[src/rtl/sysmon_pkg.sv]
// Shared types and constants for the SYSMON DRP arbiter: bus widths,
// channel address map and the DRP transaction FSM states.
package sysmon_pkg;

    localparam int DRP_ADDR_W = 8;
    localparam int DRP_DATA_W = 16;
    localparam int CHAN_W     = 6;

    localparam logic [CHAN_W-1:0] CH_TEMP   = 6'd0;
    localparam logic [CHAN_W-1:0] CH_VAUX0  = 6'd16;
    localparam logic [CHAN_W-1:0] CH_VAUX15 = 6'd31;

    typedef enum logic [1:0] {
        IDLE,
        WAIT,
        DONE
    } drp_state_t;

    // Status registers for channel N live at DRP address N.
    function automatic logic [DRP_ADDR_W-1:0] chan_to_addr(input logic [CHAN_W-1:0] ch);
        return {2'b00, ch};
    endfunction

endpackage

[src/rtl/sysmon_drp_arb.sv]
// Arbitrates the SYSMON DRP port between end-of-conversion auto-readback and a host.
// Define SYSMON_DRP_TIMEOUT_EN to abort DRP waits after TIMEOUT_CYCLES cycles.
module sysmon_drp_arb
    import sysmon_pkg::*;
#(
    parameter int TIMEOUT_CYCLES = 64
) (
    input  logic                  clk,
    input  logic                  rst_n,
    input  logic                  eoc,
    input  logic [CHAN_W-1:0]     channel,
    input  logic                  host_req,
    input  logic                  host_we,
    input  logic [DRP_ADDR_W-1:0] host_addr,
    input  logic [DRP_DATA_W-1:0] host_wdata,
    output logic                  host_ack,
    output logic [DRP_DATA_W-1:0] host_rdata,
    output logic                  host_err,
    output logic                  drp_den,
    output logic                  drp_dwe,
    output logic [DRP_ADDR_W-1:0] drp_daddr,
    output logic [DRP_DATA_W-1:0] drp_di,
    input  logic [DRP_DATA_W-1:0] drp_do,
    input  logic                  drp_drdy,
    output logic                  auto_vld,
    output logic [CHAN_W-1:0]     auto_ch,
    output logic [DRP_DATA_W-1:0] auto_data,
    output logic                  auto_drop
);

    if (TIMEOUT_CYCLES < 2 || TIMEOUT_CYCLES > 1023) begin : g_bad_timeout
        $error("TIMEOUT_CYCLES must be in 2..1023");
    end

    drp_state_t        state, state_next;
    logic              auto_pend;
    logic [CHAN_W-1:0] pend_ch;
    logic              host_lost;
    logic              grant_auto;
    logic              grant_we;
    logic [CHAN_W-1:0] grant_ch;

    logic              auto_avail;
    logic [CHAN_W-1:0] auto_sel_ch;
    logic              do_grant;
    logic              grant_auto_now;
    logic              finish;
    logic              timeout_hit;
    logic              eoc_overwrite;

    always_ff @(posedge clk or negedge rst_n) begin
        if (!rst_n) begin
            state <= IDLE;
        end else begin
            state <= state_next;
        end
    end

    // A fresh eoc with nothing pending is granted directly, so an idle
    // arbiter starts the DRP read on the edge after eoc is sampled.
    always_comb begin
        state_next     = state;
        do_grant       = 1'b0;
        finish         = 1'b0;
        auto_avail     = auto_pend | eoc;
        auto_sel_ch    = auto_pend ? pend_ch : channel;
        case (state)
            IDLE: begin
                if (auto_avail || host_req) begin
                    do_grant   = 1'b1;
                    state_next = WAIT;
                end
            end
            WAIT: begin
                if (drp_drdy || timeout_hit) begin
                    finish     = 1'b1;
                    state_next = DONE;
                end
            end
            DONE:    state_next = IDLE;
            default: state_next = IDLE;
        endcase
        grant_auto_now = do_grant & auto_avail & (~host_req | ~host_lost);
        eoc_overwrite  = eoc & auto_pend & ~grant_auto_now;
    end

`ifdef SYSMON_DRP_TIMEOUT_EN
    localparam int CNT_W = $clog2(TIMEOUT_CYCLES);

    logic [CNT_W-1:0] wait_cnt;

    always_ff @(posedge clk or negedge rst_n) begin
        if (!rst_n) begin
            wait_cnt <= '0;
        end else if (state == WAIT && !finish) begin
            wait_cnt <= wait_cnt + 1'b1;
        end else begin
            wait_cnt <= '0;
        end
    end

    assign timeout_hit = (wait_cnt == CNT_W'(TIMEOUT_CYCLES - 1));

    always_ff @(posedge clk or negedge rst_n) begin
        if (!rst_n) begin
            host_err <= 1'b0;
        end else begin
            host_err <= finish & ~grant_auto & ~drp_drdy;
        end
    end
`else
    assign timeout_hit = 1'b0;
    assign host_err    = 1'b0;
`endif

    // Pending auto-read latch plus the fairness flag, which only changes
    // when both requesters compete for the same grant.
    always_ff @(posedge clk or negedge rst_n) begin
        if (!rst_n) begin
            auto_pend  <= 1'b0;
            pend_ch    <= '0;
            host_lost  <= 1'b0;
            grant_auto <= 1'b0;
            grant_we   <= 1'b0;
            grant_ch   <= '0;
        end else begin
            if (eoc) begin
                auto_pend <= ~(grant_auto_now & ~auto_pend);
                pend_ch   <= channel;
            end else if (grant_auto_now) begin
                auto_pend <= 1'b0;
            end
            if (do_grant) begin
                grant_auto <= grant_auto_now;
                grant_we   <= host_we & ~grant_auto_now;
                grant_ch   <= auto_sel_ch;
                if (auto_avail && host_req) begin
                    host_lost <= grant_auto_now;
                end
            end
        end
    end

    always_ff @(posedge clk or negedge rst_n) begin
        if (!rst_n) begin
            drp_den    <= 1'b0;
            drp_dwe    <= 1'b0;
            drp_daddr  <= '0;
            drp_di     <= '0;
            host_ack   <= 1'b0;
            host_rdata <= '0;
            auto_vld   <= 1'b0;
            auto_ch    <= '0;
            auto_data  <= '0;
            auto_drop  <= 1'b0;
        end else begin
            drp_den    <= do_grant;
            drp_dwe    <= do_grant & ~grant_auto_now & host_we;
            drp_daddr  <= !do_grant ? '0 :
                          grant_auto_now ? chan_to_addr(auto_sel_ch) : host_addr;
            drp_di     <= (do_grant && !grant_auto_now && host_we) ? host_wdata : '0;
            host_ack   <= finish & ~grant_auto;
            host_rdata <= (finish && !grant_auto && drp_drdy && !grant_we) ? drp_do : '0;
            auto_vld   <= finish & grant_auto & drp_drdy;
            auto_ch    <= (finish && grant_auto && drp_drdy) ? grant_ch : '0;
            auto_data  <= (finish && grant_auto && drp_drdy) ? drp_do : '0;
            auto_drop  <= eoc_overwrite | (finish & grant_auto & ~drp_drdy);
        end
    end

endmodule

[config.mk]
export PLATFORM = sky130hd
export DESIGN_NAME = sysmon_drp_arb
export DESIGN_NICKNAME = d
export VERILOG_FILES = /design/src/rtl/sysmon_pkg.sv /design/src/rtl/sysmon_drp_arb.sv
export SDC_FILE = /design/constraint.sdc
export NUM_CORES = 1
export LEC_CHECK = 0
export ABC_AREA = 1
export CAP_MARGIN = 5
export CORE_ASPECT_RATIO = 1.2
export CORE_UTILIZATION = 35
export DETAILED_ROUTE_END_ITERATION = 10
export PLACE_DENSITY = 0.65
export SLEW_MARGIN = 0
export SYNTH_ARGS = -nofsm -noshare
export SYNTH_HDL_FRONTEND = slang
export SYNTH_SLANG_ARGS = --single-unit
export TNS_END_PERCENT = 30
[constraint.sdc]
create_clock -name clk -period 1.7 [get_ports clk]
set_input_delay 0.17 -clock clk [delete_from_list [all_inputs] [get_ports clk]]
set_output_delay 0.17 -clock clk [all_outputs]
set_load 0.01 [all_outputs]
==> results of run 1 <==
==> registers in the layout, summed over array words and instances, names as in the netlist <==
register / count
host_rdata: 16
pend_ch: 6
auto_drop: 1
auto_ch: 6
auto_pend: 1
auto_data: 16
drp_di: 16
host_lost: 1
host_ack: 1
grant_auto: 1
drp_daddr: 8
drp_den: 1
drp_dwe: 1
grant_ch: 6
state: 2
auto_vld: 1
grant_we: 1
==> cells by family (layout without fill, tap and decap cells) <==
kind of cell | count (synthesis) | after routing | synth area share
AOI/OAI and AO/OA | 21 | 21 | 0.0399
buffers and inverters | 72 | 204 | 0.0956
DFF | 85 | 85 | 0.692
other | 1 | 1 | 0.00122
and+or+nand+nor | 122 | 122 | 0.172
==> metrics by stage <==
stage | std cells | hold slack, ps | worst slack, ps | power [W]
2_1_floorplan | 301 | -126 | 503 | 0.00364
3_3_place_gp | 533 | 155 | 134 | 0.00457
3_5_place_dp | 533 | 164 | 88.1 | 0.00460
4_1_cts | 550 | 310 | 224 | 0.00592
5_1_grt | 550 | 325 | 97.8 | 0.00623
6_report | 550 | 312 | 251 | 0.00582
==> per-layer routing <==
| layer | up-vias | track usage | wire, microns |
|---|---|---|---|
| li1 | 1127 | - | - |
| met1 | 1050 | 0.166 | 2490 |
| met5 | - | 0 | 0 |
| met3 | 15 | 0.0284 | 324 |
| met2 | 80 | 0.251 | 3110 |
| met4 | 0 | 0.0808 | 174 |
==> how the worst min path moves through the flow <==
stage	start	endpoint	slack (ps)	cells past startpoint
floorplan	rst_n	auto_ch[0]	-130	0
global placement	rst_n	pend_ch[2]	150	1
detailed placement	rst_n	pend_ch[2]	160	1
CTS	rst_n	pend_ch[2]	310	2
global route	host_wdata[2]	drp_di[2]	330	3
finish	rst_n	pend_ch[3]	310	2
==> cells in the mapped netlist <==
cell      instances  area share
nand2_1          43       0.052
o31ai_1           1      0.0024
a21oi_1           1      0.0016
o21ai_2           1      0.0028
nand2_4           1      0.0037
buf_6             2      0.0073
nor2_2            9       0.018
inv_2             1      0.0012
nand3_1          10       0.016
dfrtp_1          85        0.69
clkbuf_1          3      0.0037
conb_1            1      0.0012
o21ai_0          17       0.028
inv_1            63       0.077
nand3_4           2       0.011
buf_4             2      0.0049
a21oi_4           1      0.0053
nor2_1           57       0.070
buf_2             1      0.0016
==> power groups by stage <==
stage / logic [W] / clock network, W / registers, W
after floorplan: 0.000844 / 0 / 0.00279
after global placement: 0.00192 / 0 / 0.00265
after detailed placement: 0.00194 / 0 / 0.00266
after CTS: 0.00195 / 0.00135 / 0.00262
after global routing: 0.00215 / 0.00142 / 0.00266
final: 0.00191 / 0.00129 / 0.00261
==> critical path, delay by kind of cell, from the launching register on <==
family	cells	cell delay (ps)
flip-flops	1	490
buffers and inverters	1	150
AND/OR/NAND/NOR	4	680
==> final cells by class <==
cell class,count,area (sq um)
timing repair buffer,124,1240
fill,788,3980
sequential,85,2130
clock inverter,7,58.8
multi-input combinational,144,654
clock buffer,9,124
tap,117,146
inverter,64,240
==> flow_summary.ini, run 1 <==
[status]
outcome = finished, final reports clean

[place]
gp_congestion = 0.750
portBuffers = 118
hpwl_mm = 4.50
place_area_sq_um = 4400

[synthesis]
ys_seq_area_frac = 0.692
ys_types = 19
synth_warnings = 0
synth_seq_cells = 85
syn-num-nets = 353
syn_area_sq_um = 3080
syn_area_per_cell_sq_um = 10.2
netlist_instances = 301

[drt]
wl_mm = 6.11
vias = 2272
drc_errors = 0
drt_pass1_iterations = 4
drt-initial-drc-count = 111
wl_per_cell_microns = 11.1
viasPerCell = 4.13
drtAntennaViolNets = 0

[power_and_ir_drop]
power_density_nw_per_um2 = 1270
p_comb_frac = 0.329
peakVddDrop_mv = 0.554
switching_share = 0.330
p_int_w = 0.00390
pwr-share-seq = 0.449
power_frac_clock = 0.222
power.leakage_nw = 2.34
netSwitchingPower_w = 0.00192

[timing]
skew_ps = 11.2
finalMaxSlewViolations = 0
fin_crit_ps = 1450
setup_viol = 0
slew_headroom = 0.556
rsz0062_at_grt = false
fmax_mhz = 690
hold_viol = 0
fin_crit_sh = 0.852
setup_tns_ps = 0
worst_slew_pin_slew_ps = 665

[clocking]
clk_path_buf_depth = 2
h-tree-depth = 3
cts.sinks = 85
clock_latency_ps = 350
path_clk_slew_ps = 90
root_buffer = clkbuf_8
ctsHoldBuffers = 1
cts.repair.resized = 0
cts_buffers = 9
post_cts_buffers = 0
cts_tree = built

[die]
die_x_microns = 87.6
start_util = 0.359
ioPinCount = 120
core_sq_um = 8560
row_count = 37
die-area_sq_um = 9170
die_h_microns = 105

[cells_and_area]
nNetsFinal = 480
final_area_sq_um = 4590
antenna_cells = 0
drive_gt1_frac = 0.0855
mostFrequentLayoutCell = clkdlybuf4s50_1
mostFrequentLayoutCells = clkdlybuf4s50_1 (117), dfrtp_1 (85), inv_1 (63)
area_growth_pct = 49.2
postLayoutCoreUtil = 0.536

[setup_path]
r2r-start = auto_pend
crit_top_cell = nand3_4
cp-endpoint = grant_we
max_stage_delay_ps = 490
r2r_cells = 5
crit_path_end_kind = flop
required_ps = 1920
worstPathCellList = inv_2, nand2_4, nand3_4, nand3_4, nand2_1
startpoint_type = flop
worstPathArrival_ps = 1670
worstReg2RegEnd = grant_we
critical_path_class = flop to flop
crit_slowest_cell = dfrtp_1
startpoint = auto_pend
r2r_setup_slack_ps = 250
cp_max_fo = 18

[global_route]
grt-ovfl-total = 0
grt_first_pass_wirelength_mm = 10.1
grt_usage = 0.145
grt_max_degree = 52
first_global_vias = 2261
antenna_found_initial = 0

[flow_run]
cap_violations = 0

[hold_path]
hold_path.class = input pin to async pin
No activity file was read; power rests on OpenSTA's default activity.
==> run 2, diff against run 1 <==
--- a/config.mk
+++ b/config.mk
@@ -8,9 +8,9 @@
 export ABC_AREA = 1
 export CAP_MARGIN = 5
 export CORE_ASPECT_RATIO = 1.2
-export CORE_UTILIZATION = 35
+export CORE_UTILIZATION = 25
 export DETAILED_ROUTE_END_ITERATION = 10
-export PLACE_DENSITY = 0.65
+export PLACE_DENSITY = 0.5
 export SLEW_MARGIN = 0
 export SYNTH_ARGS = -nofsm -noshare
 export SYNTH_HDL_FRONTEND = slang
==> run 2 against run 1 <==
  * Clock-buffer cell count rose by 2
  * Worst setup slack better by 11 ps
  * Cell area up 4.3%
  * Core utilization down 14 points
  * Non-clock buffer count rose by 4
  * First-iteration DRC count down 59%
  * Clock skew shrank 5.1 ps
  * Sequential power about the same
  * Power rose by 12%
==> flow_summary.ini, run 2 (synthesized netlist as in run 1, its figures left out) <==
[status]
outcome = finished, final reports clean

[clocking]
clock_latency_ps = 330
cts_tree = built
cts.repair.resized = 0
cts_buffers = 9
post_cts_buffers = 0
cts.sinks = 85
h-tree-depth = 3
path_clk_slew_ps = 60
root_buffer = clkbuf_16
clk_path_buf_depth = 2
ctsHoldBuffers = 1

[power_and_ir_drop]
peakVddDrop_mv = 0.558
switching_share = 0.305
power_frac_clock = 0.292
netSwitchingPower_w = 0.00199
pwr-share-seq = 0.404
p_comb_frac = 0.304
power.leakage_nw = 2.40
p_int_w = 0.00452
power_density_nw_per_um2 = 1360
p_total_w = 0.00651

[die]
start_util = 0.255
die_h_microns = 124
ioPinCount = 120
core_sq_um = 12100
die-area_sq_um = 12800
die_x_microns = 103
row_count = 44

[timing]
layout_setup_ws_ps = 262
slew_headroom = 0.652
rsz0062_at_grt = false
setup_tns_ps = 0
finalMaxSlewViolations = 0
worst_slew_pin_slew_ps = 521
hold_viol = 0
skew_ps = 6.13
fin_crit_sh = 0.846
setup_viol = 0
fin_crit_ps = 1440
fmax_mhz = 695

[cells_and_area]
mostFrequentLayoutCells = clkdlybuf4s50_1 (117), dfrtp_1 (85), inv_1 (63)
drive_gt1_frac = 0.0892
reg_top3 = auto_data (16), drp_di (16), host_rdata (16)
nNetsFinal = 484
area_growth_pct = 55.6
antenna_cells = 0
mostFrequentLayoutCell = clkdlybuf4s50_1

[drt]
drc_errors = 0
vias = 2300
wl_mm = 6.96
viasPerCell = 3.85
wl_per_cell_microns = 11.6
drt_pass1_iterations = 4
drt-initial-drc-count = 45
drtAntennaViolNets = 0

[global_route]
grt_first_pass_wirelength_mm = 11.1
grt_usage = 0.117
grt-ovfl-total = 0
first_global_vias = 2290
antenna_found_initial = 0
grt_max_degree = 40

[setup_path]
required_ps = 1900
cp_max_fo = 18
crit_cells = 5
crit_slowest_cell = dfrtp_1
max_stage_delay_ps = 490
startpoint = auto_pend
r2r_setup_slack_ps = 260
cp-endpoint = drp_di[4]
crit_top_cell = nand3_4
crit_path_end_kind = flop
worstPathCellList = inv_2, nand2_4, nand3_4, nand3_4, nor2_1
path_delay_family = simple AND/OR/NAND/NOR gates
crit_buf_inv = 1
critical_path_class = flop to flop
worstPathArrival_ps = 1640
worstReg2RegEnd = drp_di[4]
startpoint_type = flop
r2r-start = auto_pend
r2r_cells = 5

[place]
portBuffers = 118
post-place-ws_ps = 116
gp_congestion = 0.724
hpwl_mm = 5.11

[hold_path]
hold_path.class = input pin to async pin

[flow_run]
cap_violations = 0
-- run 2: per-stage QoR --
step | std cells | cell area (sq um) | hold WS (ps) | utilization
after global placement | 581 | 4480 | 180 | 0.372
after floorplan | 301 | 3080 | -126 | -
after global routing | 598 | 4790 | 366 | 0.397
after CTS | 598 | 4790 | 347 | 0.397
final | 598 | 4790 | 360 | 0.397
after detailed placement | 581 | 4480 | 192 | 0.372
-- run 2: worst min path at each step --
stage	to	slack, ps
floorplan	auto_ch[0]	-130
global placement	host_rdata[3]	180
detailed placement	host_rdata[3]	190
CTS	drp_di[2]	350
global route	drp_di[8]	370
finish	host_rdata[3]	360
-- run 2: layout make-up --
type | count | area (sq um)
fillers | 1188 | 7270
flip-flops and latches | 85 | 2130
repair buffers | 128 | 1270
multi-input cells | 144 | 654
inverters | 64 | 240
clock buffers | 11 | 233
well taps | 161 | 201
clock inverters | 5 | 61.3
-- run 2: power groups by stage --
stage / Sequential [W] / Combinational (W) / Clock (W)
floorplan: 0.00279 / 0.000844 / 0
global placement: 0.00266 / 0.00198 / 0
finish: 0.00263 / 0.00198 / 0.00190
CTS: 0.00263 / 0.00202 / 0.00198
detailed placement: 0.00267 / 0.00201 / 0
global route: 0.00267 / 0.00222 / 0.00206
-- run 2: routing by layer --
metal | GRT usage | wire [microns] | vias to the layer above
met2 | 0.193 | 3470 | 78
li1 | - | - | 1135
met3 | 0.0317 | 412 | 6
met5 | 0 | 0 | -
met4 | 0.0475 | 83 | 0
met1 | 0.144 | 2990 | 1081
